<file path="src/rtl/brq_pkg.sv">
// Shared types for the brq core slice: writeback instruction type and the
// writeback queue entry. Optional perf fields are present only when
// BRQ_WB_PERF_EN is defined.
package brq_pkg;

  typedef enum logic [1:0] {
    WB_INSTR_LOAD  = 2'b00,
    WB_INSTR_STORE = 2'b01,
    WB_INSTR_OTHER = 2'b10
  } wb_instr_type_e;

  typedef struct packed {
    wb_instr_type_e instr_type;
    logic [31:0]    pc;
    logic [4:0]     waddr;
    logic [31:0]    wdata;
    logic           rf_we;
    logic           fp_we;
    logic           fp_load;
`ifdef BRQ_WB_PERF_EN
    logic           compressed;
    logic           perf_count;
`endif
    logic           resp_done;
    logic           resp_err;
  } wb_entry_t;

endpackage

</file>
<file path="src/rtl/brq_wb_fifo_ctrl.sv">
// Pointer and occupancy bookkeeping for the writeback queue. Depth must be a
// power of two so the pointers wrap by natural overflow.
module brq_wb_fifo_ctrl #(
  parameter int unsigned Depth = 4,
  localparam int unsigned PtrW = $clog2(Depth),
  localparam int unsigned CntW = $clog2(Depth + 1)
) (
  input  logic            clk_i,
  input  logic            rst_ni,
  input  logic            push_i,
  input  logic            pop_i,
  output logic [PtrW-1:0] wptr_o,
  output logic [PtrW-1:0] rptr_o,
  output logic [CntW-1:0] count_o,
  output logic            full_o
);

  logic [PtrW-1:0] wptr_q, wptr_d;
  logic [PtrW-1:0] rptr_q, rptr_d;
  logic [CntW-1:0] cnt_q, cnt_d;

  // Next-state for pointers and occupancy; push and pop together leave count unchanged.
  always_comb begin
    wptr_d = push_i ? wptr_q + PtrW'(1) : wptr_q;
    rptr_d = pop_i  ? rptr_q + PtrW'(1) : rptr_q;
    cnt_d  = cnt_q;
    if (push_i && !pop_i) begin
      cnt_d = cnt_q + CntW'(1);
    end else if (pop_i && !push_i) begin
      cnt_d = cnt_q - CntW'(1);
    end
  end

  // Pointer and occupancy state.
  always_ff @(posedge clk_i or negedge rst_ni) begin
    if (!rst_ni) begin
      wptr_q <= '0;
      rptr_q <= '0;
      cnt_q  <= '0;
    end else begin
      wptr_q <= wptr_d;
      rptr_q <= rptr_d;
      cnt_q  <= cnt_d;
    end
  end

  assign wptr_o  = wptr_q;
  assign rptr_o  = rptr_q;
  assign count_o = cnt_q;
  assign full_o  = (cnt_q == CntW'(Depth));

endmodule

</file>
<file path="src/rtl/brq_wb_queue.sv">
// In-order writeback queue: holds instructions from ID/EX until they can
// retire, matching in-order LSU responses to the oldest waiting LOAD/STORE.
// Define BRQ_WB_PERF_EN to store perf fields and drive the retire counters.
module brq_wb_queue
  import brq_pkg::*;
#(
  parameter int unsigned Depth = 4,
  parameter int unsigned OccW  = $clog2(Depth + 1)
) (
  input  logic           clk_i,
  input  logic           rst_ni,
  input  logic           en_wb_i,
  input  wb_instr_type_e instr_type_wb_i,
  input  logic [31:0]    pc_id_i,
  input  logic [4:0]     rf_waddr_id_i,
  input  logic [31:0]    rf_wdata_id_i,
  input  logic           rf_we_id_i,
  input  logic           fp_rf_wen_id_i,
  input  logic           fp_load_i,
  input  logic           instr_is_compressed_id_i,
  input  logic           instr_perf_count_id_i,
  input  logic           lsu_resp_valid_i,
  input  logic           lsu_resp_err_i,
  input  logic [31:0]    rf_wdata_lsu_i,
  output logic           ready_wb_o,
  output logic           rf_we_wb_o,
  output logic [4:0]     rf_waddr_wb_o,
  output logic [31:0]    rf_wdata_wb_o,
  output logic           fp_rf_wen_wb_o,
  output logic [4:0]     fp_rf_waddr_wb_o,
  output logic [31:0]    fp_rf_wdata_wb_o,
  output logic           instr_done_wb_o,
  output logic [31:0]    pc_wb_o,
  output logic           outstanding_load_wb_o,
  output logic           outstanding_store_wb_o,
  output logic [31:0]    int_pend_mask_o,
  output logic [31:0]    fp_pend_mask_o,
  output logic [OccW-1:0] occupancy_o,
  output logic           perf_instr_ret_wb_o,
  output logic           perf_instr_ret_compressed_wb_o
);

  localparam int unsigned PtrW = $clog2(Depth);
  localparam int unsigned CntW = $clog2(Depth + 1);

  wb_entry_t        entries_q [Depth];
  logic [Depth-1:0] valid_q, valid_d;
  logic [PtrW-1:0]  wptr, rptr, search_idx, resp_idx;
  logic [CntW-1:0]  count;
  logic             full, alloc, retire, resp_hit, head_resp_now, head_valid, head_err;
  logic             int_we, fp_we;
  logic [31:0]      wr_data;
  wb_entry_t        head, new_entry;

  brq_wb_fifo_ctrl #(
    .Depth(Depth)
  ) u_fifo_ctrl (
    .clk_i  (clk_i),
    .rst_ni (rst_ni),
    .push_i (alloc),
    .pop_i  (retire),
    .wptr_o (wptr),
    .rptr_o (rptr),
    .count_o(count),
    .full_o (full)
  );

  assign ready_wb_o  = ~full | retire;
  assign alloc       = en_wb_i & ready_wb_o;
  assign occupancy_o = OccW'(count);
  assign head        = entries_q[rptr];
  assign head_valid  = valid_q[rptr];

  // Build the entry written at the tail on allocate.
  always_comb begin
    new_entry            = '0;
    new_entry.instr_type = instr_type_wb_i;
    new_entry.pc         = pc_id_i;
    new_entry.waddr      = rf_waddr_id_i;
    new_entry.wdata      = rf_wdata_id_i;
    new_entry.rf_we      = rf_we_id_i;
    new_entry.fp_we      = fp_rf_wen_id_i;
    new_entry.fp_load    = fp_load_i;
`ifdef BRQ_WB_PERF_EN
    new_entry.compressed = instr_is_compressed_id_i;
    new_entry.perf_count = instr_perf_count_id_i;
`endif
  end

  // Find the oldest valid LOAD/STORE still waiting for its response, walking from the head.
  always_comb begin
    resp_hit   = 1'b0;
    resp_idx   = '0;
    search_idx = '0;
    for (int unsigned i = 0; i < Depth; i++) begin
      search_idx = rptr + PtrW'(i);
      if (!resp_hit && lsu_resp_valid_i && valid_q[search_idx] &&
          entries_q[search_idx].instr_type != WB_INSTR_OTHER &&
          !entries_q[search_idx].resp_done) begin
        resp_hit = 1'b1;
        resp_idx = search_idx;
      end
    end
  end

  // Retire decision and register-file write selection for the head entry.
  always_comb begin
    head_resp_now = resp_hit & (resp_idx == rptr);
    retire        = head_valid & ((head.instr_type == WB_INSTR_OTHER) | head.resp_done |
                                  head_resp_now);
    head_err      = (head.instr_type != WB_INSTR_OTHER) &
                    (head_resp_now ? lsu_resp_err_i : head.resp_err);
    int_we        = 1'b0;
    fp_we         = 1'b0;
    wr_data       = head.wdata;
    if (retire) begin
      case (head.instr_type)
        WB_INSTR_OTHER: begin
          int_we = head.rf_we;
          fp_we  = head.fp_we;
        end
        WB_INSTR_LOAD: begin
          if (!head_err) begin
            int_we  = ~head.fp_load;
            fp_we   = head.fp_load;
            wr_data = head_resp_now ? rf_wdata_lsu_i : head.wdata;
          end
        end
        default: ;
      endcase
    end
  end

  // Write ports; x0 writes are dropped.
  always_comb begin
    rf_we_wb_o       = int_we & (head.waddr != 5'd0);
    rf_waddr_wb_o    = rf_we_wb_o ? head.waddr : 5'd0;
    rf_wdata_wb_o    = rf_we_wb_o ? wr_data : 32'd0;
    fp_rf_wen_wb_o   = fp_we;
    fp_rf_waddr_wb_o = fp_we ? head.waddr : 5'd0;
    fp_rf_wdata_wb_o = fp_we ? wr_data : 32'd0;
    instr_done_wb_o  = retire;
    pc_wb_o          = head_valid ? head.pc : 32'd0;
  end

  // Pending-write masks and outstanding-access flags over all valid entries.
  always_comb begin
    int_pend_mask_o        = '0;
    fp_pend_mask_o         = '0;
    outstanding_load_wb_o  = 1'b0;
    outstanding_store_wb_o = 1'b0;
    for (int unsigned i = 0; i < Depth; i++) begin
      if (valid_q[i]) begin
        case (entries_q[i].instr_type)
          WB_INSTR_OTHER: begin
            if (entries_q[i].rf_we) int_pend_mask_o[entries_q[i].waddr] = 1'b1;
            if (entries_q[i].fp_we) fp_pend_mask_o[entries_q[i].waddr] = 1'b1;
          end
          WB_INSTR_LOAD: begin
            // A LOAD known to have faulted will not write.
            if (!(entries_q[i].resp_done && entries_q[i].resp_err)) begin
              if (entries_q[i].fp_load) fp_pend_mask_o[entries_q[i].waddr] = 1'b1;
              else                      int_pend_mask_o[entries_q[i].waddr] = 1'b1;
            end
            if (!entries_q[i].resp_done) outstanding_load_wb_o = 1'b1;
          end
          WB_INSTR_STORE: begin
            if (!entries_q[i].resp_done) outstanding_store_wb_o = 1'b1;
          end
          default: ;
        endcase
      end
    end
    int_pend_mask_o[0] = 1'b0;
  end

  // Valid bits: retire clears the head, allocate sets the tail (allocate wins on the same slot).
  always_comb begin
    valid_d = valid_q;
    if (retire) valid_d[rptr] = 1'b0;
    if (alloc)  valid_d[wptr] = 1'b1;
  end

  // Valid-bit state.
  always_ff @(posedge clk_i or negedge rst_ni) begin
    if (!rst_ni) begin
      valid_q <= '0;
    end else begin
      valid_q <= valid_d;
    end
  end

  // Payload storage, left unreset; every read is qualified by the valid bits.
  always_ff @(posedge clk_i) begin
    if (resp_hit) begin
      entries_q[resp_idx].resp_done <= 1'b1;
      entries_q[resp_idx].resp_err  <= lsu_resp_err_i;
      if (entries_q[resp_idx].instr_type == WB_INSTR_LOAD) begin
        entries_q[resp_idx].wdata <= rf_wdata_lsu_i;
      end
    end
    if (alloc) begin
      entries_q[wptr] <= new_entry;
    end
  end

`ifdef BRQ_WB_PERF_EN
  assign perf_instr_ret_wb_o            = retire & head.perf_count & ~head_err;
  assign perf_instr_ret_compressed_wb_o = perf_instr_ret_wb_o & head.compressed;
`else
  logic unused_perf_inputs;
  assign unused_perf_inputs             = ^{instr_is_compressed_id_i, instr_perf_count_id_i};
  assign perf_instr_ret_wb_o            = 1'b0;
  assign perf_instr_ret_compressed_wb_o = 1'b0;
`endif

endmodule

</file>
<file path="config.mk">
export PLATFORM = sky130hd
export DESIGN_NAME = brq_wb_queue
export DESIGN_NICKNAME = d
export VERILOG_FILES = /design/src/rtl/brq_pkg.sv /design/src/rtl/brq_wb_fifo_ctrl.sv /design/src/rtl/brq_wb_queue.sv
export SDC_FILE = /design/constraint.sdc
export NUM_CORES = 1
export LEC_CHECK = 0
export CELL_PAD_IN_SITES_DETAIL_PLACEMENT = 0
export CELL_PAD_IN_SITES_GLOBAL_PLACEMENT = 1
export CORE_ASPECT_RATIO = 0.8
export CORE_MARGIN = 8
export CORE_UTILIZATION = 40
export DETAILED_ROUTE_END_ITERATION = 12
export DONT_BUFFER_PORTS = 1
export MAX_ROUTING_LAYER = met4
export PLACE_DENSITY = 0.69
export SYNTH_ARGS = -nofsm -noshare
export SYNTH_HDL_FRONTEND = slang
export SYNTH_SLANG_ARGS = --single-unit
</file>
<file path="constraint.sdc">
create_clock -name clk_i -period 5.5 [get_ports clk_i]
set_input_delay 0.55 -clock clk_i [delete_from_list [all_inputs] [get_ports clk_i]]
set_output_delay 0.55 -clock clk_i [all_outputs]
set_load 0.02 [all_outputs]
</file>
==> metrics.md, run 1 <==
| Metric | Value |
|---|---|
| Area after DPL | `roughly 18000 um^2` |
| Critical Path End Type | `output pin` |
| Clk_lat worst skew | `roughly 0.53 ns` |
| Leakage | `about 6.1 nW` |
| Die Wd | `~250 um` |
| Initial Util | `between 40% and 50%` |
| Setup-failing EPs final | `0` |
| Root buffer cell | `clkbuf_16` |
| Simple-gate share of the synthesized area | `a little under an eighth` |
| Max VDD drop | `about 0.00031 V` |
| Clk buf depth | `3` |
| Die ar. | `49300 um^2` |
| Minimum clock period | `roughly 4.5 ns` |
| Final instance area | `around 19000 um^2` |
| Mean Syn Cell Area | `approximately 14 um^2` |
| Syn. warnings | `0` |
| Tot GR Track Use | `between 10% and 20%` |
| Placed Instances | `roughly 1700` |
| Final clock skew | `approximately 0.02 ns` |
| Placer Congestion | `about 0.97` |
| Startpoint types | `flip-flop` |
| Power, Total | `10.4 mW` |
| GRT overflow | `0` |
| Finished Layout Cells | `1778` |
| Period utilization | `just over 80%` |
| Synthesized area | `~17000 um^2` |
| RSZ-0062 raised after global routing | `false` |
| Slowest-stage cell, CP | `dfrtp_4` |
| Distinct cells, synth | `72` |
| Top-area cell type share of the netlist area | `a little over half` |
| Tightest Pin Transition | `roughly 1.3 ns` |
| Via/cell ratio | `around 6.1` |
| Post-synthesis xor/xnor area fraction | `less than 1%` |
| Final Max Slew Viols | `0` |
| Vias in the first global route | `approximately 11000` |
| Setup Crit Path Kind | `flip-flop to output pin` |
| Port bufs | `0` |
| Nets | `roughly 1300` |
| Area of the multi-input gates | `between 7000 and 8000 um^2` |
| Setup_tns | `0 ns` |
| CTS Sinks | `between 300 and 400` |
| TritonCTS Buffers | `35` |
| Final wirelength | `around 49000 um` |
| CTS clk-pin slew, worst paths | `0.06 ns` |
| Max-slew headroom | `just under 10%` |
| FILL cells | `approximately 3700` |
| Hold buffers post-CTS | `1` |
| Top post-synthesis cells by area | `edfxtp_1 (52%), mux4_2 (10%), mux2_1 (7.4%)` |
| Post-Syn Instances | `around 1200` |
| Min-Delay Path Class | `primary input to flip-flop` |
| Outcome | `complete, no violations` |
| # DRC | `0` |
| Post-CTS setup buffers | `0` |
| Die Y | `between 200 and 250 um` |
| Synth Area in Adders | `less than 1%` |
| Critical path peak fanout | `33` |
| Layout cells sized above 1 | `approximately a fifth` |
| DR WL/cell | `about 27 um` |
| CP max stage delay | `0.74 ns` |
| Largest net degree at the start of global routing | `just over 60` |
| Initial antenna violation count | `0` |
| Area growth, synth to finish | `9.87%` |
| Register Area | `about 9300 um^2` |
| Place WS | `between 1 and 1.5 ns` |
| H-Tree Depth | `2` |
| CP Cell Sequence | `mux4_2 > nor2b_1 > o31ai_1 > nand3_1 > a2bb2oi_1 > a2111oi_4 > buf_4 > and2_1` |
| Worst Path Arrival | `between 3 and 4 ns` |
| Final worst setup slack | `0.966 ns` |
| First-pass GRT wire length | `72500 um` |
| Synth Area in Compound Gates | `about 8.1%` |
| Async SR Flop Fraction | `3.49%` |
| DP HPWL | `about 34000 um` |
| CP Buf/Inv Count | `1` |
| Placement row count | `between 60 and 70` |
| Post-synth EDFFs | `roughly 300` |
| Mux cell area share after synthesis | `~22%` |
| I/O pin total | `just under 300` |
| Ys flop type | `edfxtp_1` |
| Final Hold Viols | `0` |
| Routed Antenna Nets | `0` |
| Largest family of logic cells by synthesized area | `multiplexers` |
| Register area share after synthesis | `approximately 55%` |
| Ant. Diodes | `0` |
| DR vias | `~11000` |
| Post-synthesis register bit count | `between 300 and 400` |
| WHS | `0.114 ns` |
| PD cells | `~560 nW/um^2` |
| Worst path top cell family by delay | `compound AO/OA/AOI/OAI gates` |
| Yosys top cell by area | `edfxtp_1` |
| # resized after CTS | `0` |
| Final core occ | `~45%` |
| Drt initial violations | `roughly 1100` |
| CP required | `roughly 5 ns` |
| F_max | `0.221 GHz` |
| Core area | `41800 um^2` |
| Pre-antenna DRT Iters | `5` |
| Max_cap viols | `0` |
| CTS tree | `done` |
==> cells by family (layout without fill, tap and decap cells) <==
| kind of cell | Yosys count | after routing |
|---|---|---|
| compound gates | 183 | 183 |
| xor+xnor | 5 | 5 |
| fa+ha+maj | 10 | 10 |
| buf+inv | 102 | 102 |
| flops | 315 | 315 |
| mux | 248 | 248 |
| other cells | 1 | 3 |
| simple gates | 360 | 360 |
==> flip-flops by register name, summed over array words and instances (netlist names) <==
signal,flops
u_fifo_ctrl.rptr_o,2
entries_q,304
u_fifo_ctrl.wptr_o,2
valid_q,4
u_fifo_ctrl.count_o,3
==> worst register-to-register path, cell delays in order (launching register included) <==
cell	delay, ns
dfrtp_4	0.86
inv_1	0.31
ha_1	0.42
mux4_2	0.42
nand2_1	0.07
a2111oi_0	0.62
o21ai_0	0.45
o31ai_4	0.28
buf_4	0.52
==> placed cells by master (no fill, tap or decap), types with 9 or more instances in the layout <==
master / synthesis / final
nand3_1: 12 / 11
o22ai_1: 24 / 24
buf_4: 7 / 19
mux4_2: 79 / 79
nand2b_1: 15 / 15
nor3_1: 11 / 10
nor2_1: 64 / 64
o211ai_1: 9 / 9
nor2b_1: 47 / 47
o21ai_0: 11 / 11
a221o_1: 14 / 14
inv_1: 17 / 15
a21oi_1: 33 / 33
dfrtp_1: 11 / 9
edfxtp_1: 296 / 296
clkinv_2: 2 / 9
clkbuf_16: 0 / 35
o221ai_1: 33 / 33
mux2_1: 112 / 112
ha_1: 9 / 9
nand3b_1: 14 / 14
a22oi_1: 18 / 18
nand2_1: 78 / 78
mux2_2: 50 / 50
and2_1: 76 / 76
==> cell usage after synthesis (all sizes together), types with 14 or more instances <==
library cell	instances
a21oi	33
a221o	14
a22oi	18
and2	76
buf	31
clkbuf	50
edfxtp	296
inv	19
mux2	162
mux4	79
nand2	82
nand2b	16
nand3b	14
nor2	64
nor2b	47
o221ai	33
o22ai	24
==> path summary, 6_finish.rpt <==
kind / startpoint / slack (ns) / end / depth (start not counted)
max: u_fifo_ctrl.rptr_o[0] / 0.97 / rf_wdata_wb_o[16] / 8
min in group asynchronous: rst_ni / 0.44 / u_fifo_ctrl.count_o[1] / 1
min reg2reg: entries_q[0][1] / 0.50 / entries_q[0][1] / 2
max in group asynchronous: rst_ni / 4.66 / u_fifo_ctrl.rptr_o[1] / 1
max reg2reg: u_fifo_ctrl.rptr_o[1] / 1.17 / entries_q[0][15] / 8
min: pc_id_i[18] / 0.11 / entries_q[1][60] / 0
==> layout make-up <==
cell class	count	share of cell area (%)
repair buffers	22	1.03
flip-flops and latches	315	50.1
clock buffers	40	4.85
clock inverters	19	1.06
multi-input cells	809	38.9
well taps	552	3.70
inverters	21	0.436
==> report_power, final <==
part	switching [mW]	leakage (nW)	internal, mW	total, mW
Clock	0.963	0.548	1.33	2.29
Combinational	2.68	2.64	1.62	4.30
Sequential	0.437	2.91	3.39	3.83
Total	4.08	6.10	6.34	10.4
==> routing by layer <==
layer | part of all wire [%] | global-route usage [%] | vias to the layer above
li1 | - | - | 4762
met1 | 42 | 25.3 | 5492
met2 | 46 | 29.5 | 463
met3 | 9.2 | 6.10 | 93
met4 | 2.7 | 5.17 | 0
met5 | 0 | - | -
No activity file was read; power rests on OpenSTA's default activity.
==> inputs of run 2 (changes only) <==
==> constraint.sdc (replaced) <==
create_clock -name clk_i -period 4.15 [get_ports clk_i]
set_input_delay 0.415 -clock clk_i [delete_from_list [all_inputs] [get_ports clk_i]]
set_output_delay 0.415 -clock clk_i [all_outputs]
set_load 0.02 [all_outputs]
==> metrics.md, run 2 (same netlist as run 1, synthesis figures left out) <==
| Metric | Value |
|---|---|
| Most common cell after layout, fill and taps aside | `edfxtp_1` |
| Final Hold Viols | `0 (unchanged)` |
| Root buffer cell | `clkbuf_16` |
| Pre-antenna DRT Iters | `5 (unchanged)` |
| Placement row count | `67 (unchanged)` |
| Die Wd | `246 um (unchanged)` |
| CP Cell Sequence | `mux4_2 > nor2b_1 > o31ai_1 > nand3_1 > a2bb2oi_1 > nor3_2 > buf_12 > and2_1` |
| DR WL/cell | `26.8 um (-2.3%)` |
| Layout cells sized above 1 | `18.8% (-0.29 points)` |
| Internal reg-to-reg setup slack | `0.51 ns (-0.66 ns)` |
| Outcome | `complete, no violations` |
| Area growth, synth to finish | `13.6%` |
| DR vias | `11129 (+3.0%)` |
| Max-slew headroom | `23.7% (+14 points)` |
| Setup Crit Path Kind | `flip-flop to output pin` |
| CTS tree | `done` |
| Port bufs | `0 (unchanged)` |
| Final Max Slew Viols | `0 (unchanged)` |
| Die ar. | `49300 um^2 (unchanged)` |
| Startpoint types | `flip-flop` |
| Final wirelength | `49300 um (+1.1%)` |
| Critical Path End Type | `output pin` |
| Core area | `41800 um^2 (unchanged)` |
| TritonCTS Buffers | `34 (-2.9%)` |
| Vias in the first global route | `11194 (+3.5%)` |
| Largest Register | `entries_q` |
| DP HPWL | `33900 um (+1.2%)` |
| Most frequent cells in the layout | `edfxtp_1 (296), mux2_1 (112), mux4_2 (79)` |
| Max_cap viols | `0 (unchanged)` |
| CTS Sinks | `315 (unchanged)` |
| Power, Total | `14.0 mW (+35%)` |
| PD cells | `728 nW/um^2 (+30%)` |
| Largest net degree at the start of global routing | `51 (-16%)` |
| Slowest-stage cell, CP | `mux4_2` |
| Drt initial violations | `968 (-8.6%)` |
| Routed Antenna Nets | `0 (unchanged)` |
| Place WS | `0.554 ns (-0.672 ns)` |
| Final clock skew | `0.0206 ns (+0.000729 ns)` |
| Leakage | `6.35 nW (+4.1%)` |
| CP max stage delay | `0.60 ns (-0.14 ns)` |
| Initial antenna violation count | `6 (+6)` |
| Via/cell ratio | `6.05 (-0.52%)` |
| # DRC | `0 (unchanged)` |
| Tot GR Track Use | `19.9% (+0.41 points)` |
| Die Y | `200 um (unchanged)` |
| H-Tree Depth | `2 (unchanged)` |
| Setup_tns | `0 ns (unchanged)` |
| Setup-failing EPs final | `0 (unchanged)` |
| Min-Delay Path Class | `primary input to flip-flop` |
| Final worst setup slack | `0.205 ns (-0.761 ns)` |
| Critical path peak fanout | `33 (unchanged)` |
| Initial Util | `40.6% (unchanged)` |
| I/O pin total | `294 (unchanged)` |
| Largest register FFs | `304 (unchanged)` |
| Tightest Pin Transition | `1.14 ns (-0.194 ns)` |
| CP required | `3.73 ns (-1.22 ns)` |
| CTS clk-pin slew, worst paths | `0.06 ns (about the same)` |
| Clk_lat worst skew | `0.53 ns (about the same)` |
| RSZ-0062 raised after global routing | `false` |
| Placer Congestion | `0.947 (-2.0%)` |
| FILL cells | `3664 (-1.2%)` |
| GRT overflow | `0 (unchanged)` |
| Nets | `1379 (+3.9%)` |
| First-pass GRT wire length | `74000 um (+2.1%)` |
| Worst Path Arrival | `3.53 ns (-0.45 ns)` |
| Minimum clock period | `3.94 ns` |
| Clk buf depth | `3 (unchanged)` |
| Max VDD drop | `0.000414 V (+33%)` |
| Period utilization | `a little over nine tenths` |
| F_max | `0.253 GHz` |
==> run 2: metrics by stage <==
stage	utilization (%)	area (um^2)	std cells	hold WS, ns
6_report	46.1	19300	1840	0.0356
5_1_grt	46.1	19300	1840	0.0296
4_1_cts	46.0	19200	1834	0.00668
3_5_place_dp	42.3	17700	1729	0.120
3_3_place_gp	42.3	17700	1729	0.120
2_1_floorplan	-	17000	1226	0.119
==> run 2: worst paths after layout <==
| check | start | depth (start not counted) | end |
|---|---|---|---|
| max in group asynchronous | rst_ni | 1 | u_fifo_ctrl.rptr_o[0] |
| min in group asynchronous | rst_ni | 1 | u_fifo_ctrl.count_o[2] |
| worst max-delay path | entries_q[2][75] | 8 | fp_rf_wdata_wb_o[2] |
| worst min register to register | entries_q[1][0] | 2 | entries_q[1][0] |
| worst min-delay path | lsu_resp_err_i | 2 | entries_q[2][0] |
| worst max register to register | entries_q[2][75] | 8 | entries_q[1][32] |
==> run 2: layout make-up <==
type                            instances  area [um^2]  area share [%]
Clock buffer                           45          913            4.74
Timing Repair Buffer                   75          787            4.08
Inverter                               21         81.3           0.422
Antenna cell                            6         15.0          0.0779
Tap cell                              552          691            3.58
Sequential cell                       315         9330            48.4
Clock inverter                         17          204            1.06
Multi-Input combinational cell        809         7250            37.6
==> run 2: power breakdown <==
| group | internal, mW | switching (mW) | total, mW |
|---|---|---|---|
| combinational | 2.28 | 3.77 | 6.05 |
| sequential | 4.49 | 0.433 | 4.92 |
| clock | 1.82 | 1.24 | 3.06 |
| total | 8.58 | 5.45 | 14.0 |
==> run 2: critical path, delay by kind of cell, from the launching register on <==
family	cells	cell delay (ns)
AND/OR/NAND/NOR	4	1.16
buffers and inverters	1	0.26
multiplexers	1	0.60
flip-flops	1	0.54
AO/OA/AOI/OAI	2	0.42
==> run 2: what timing repair did <==
action	in CTS	in global routing
endpoints found under the hold margin	179	0
buffers inserted	0	0
hold buffers	43	0
gates resized for setup	0	1
endpoints found under the setup margin	0	33
==> run 2: layer usage <==
| layer | global-route usage, % | share of wire, % | vias to the layer above |
|---|---|---|---|
| met3 | 5.32 | 8.5 | 111 |
| met4 | 6.39 | 3.4 | 0 |
| met5 | - | 0 | - |
| li1 | - | - | 4887 |
| met1 | 26.3 | 42 | 5626 |
| met2 | 29.7 | 46 | 505 |
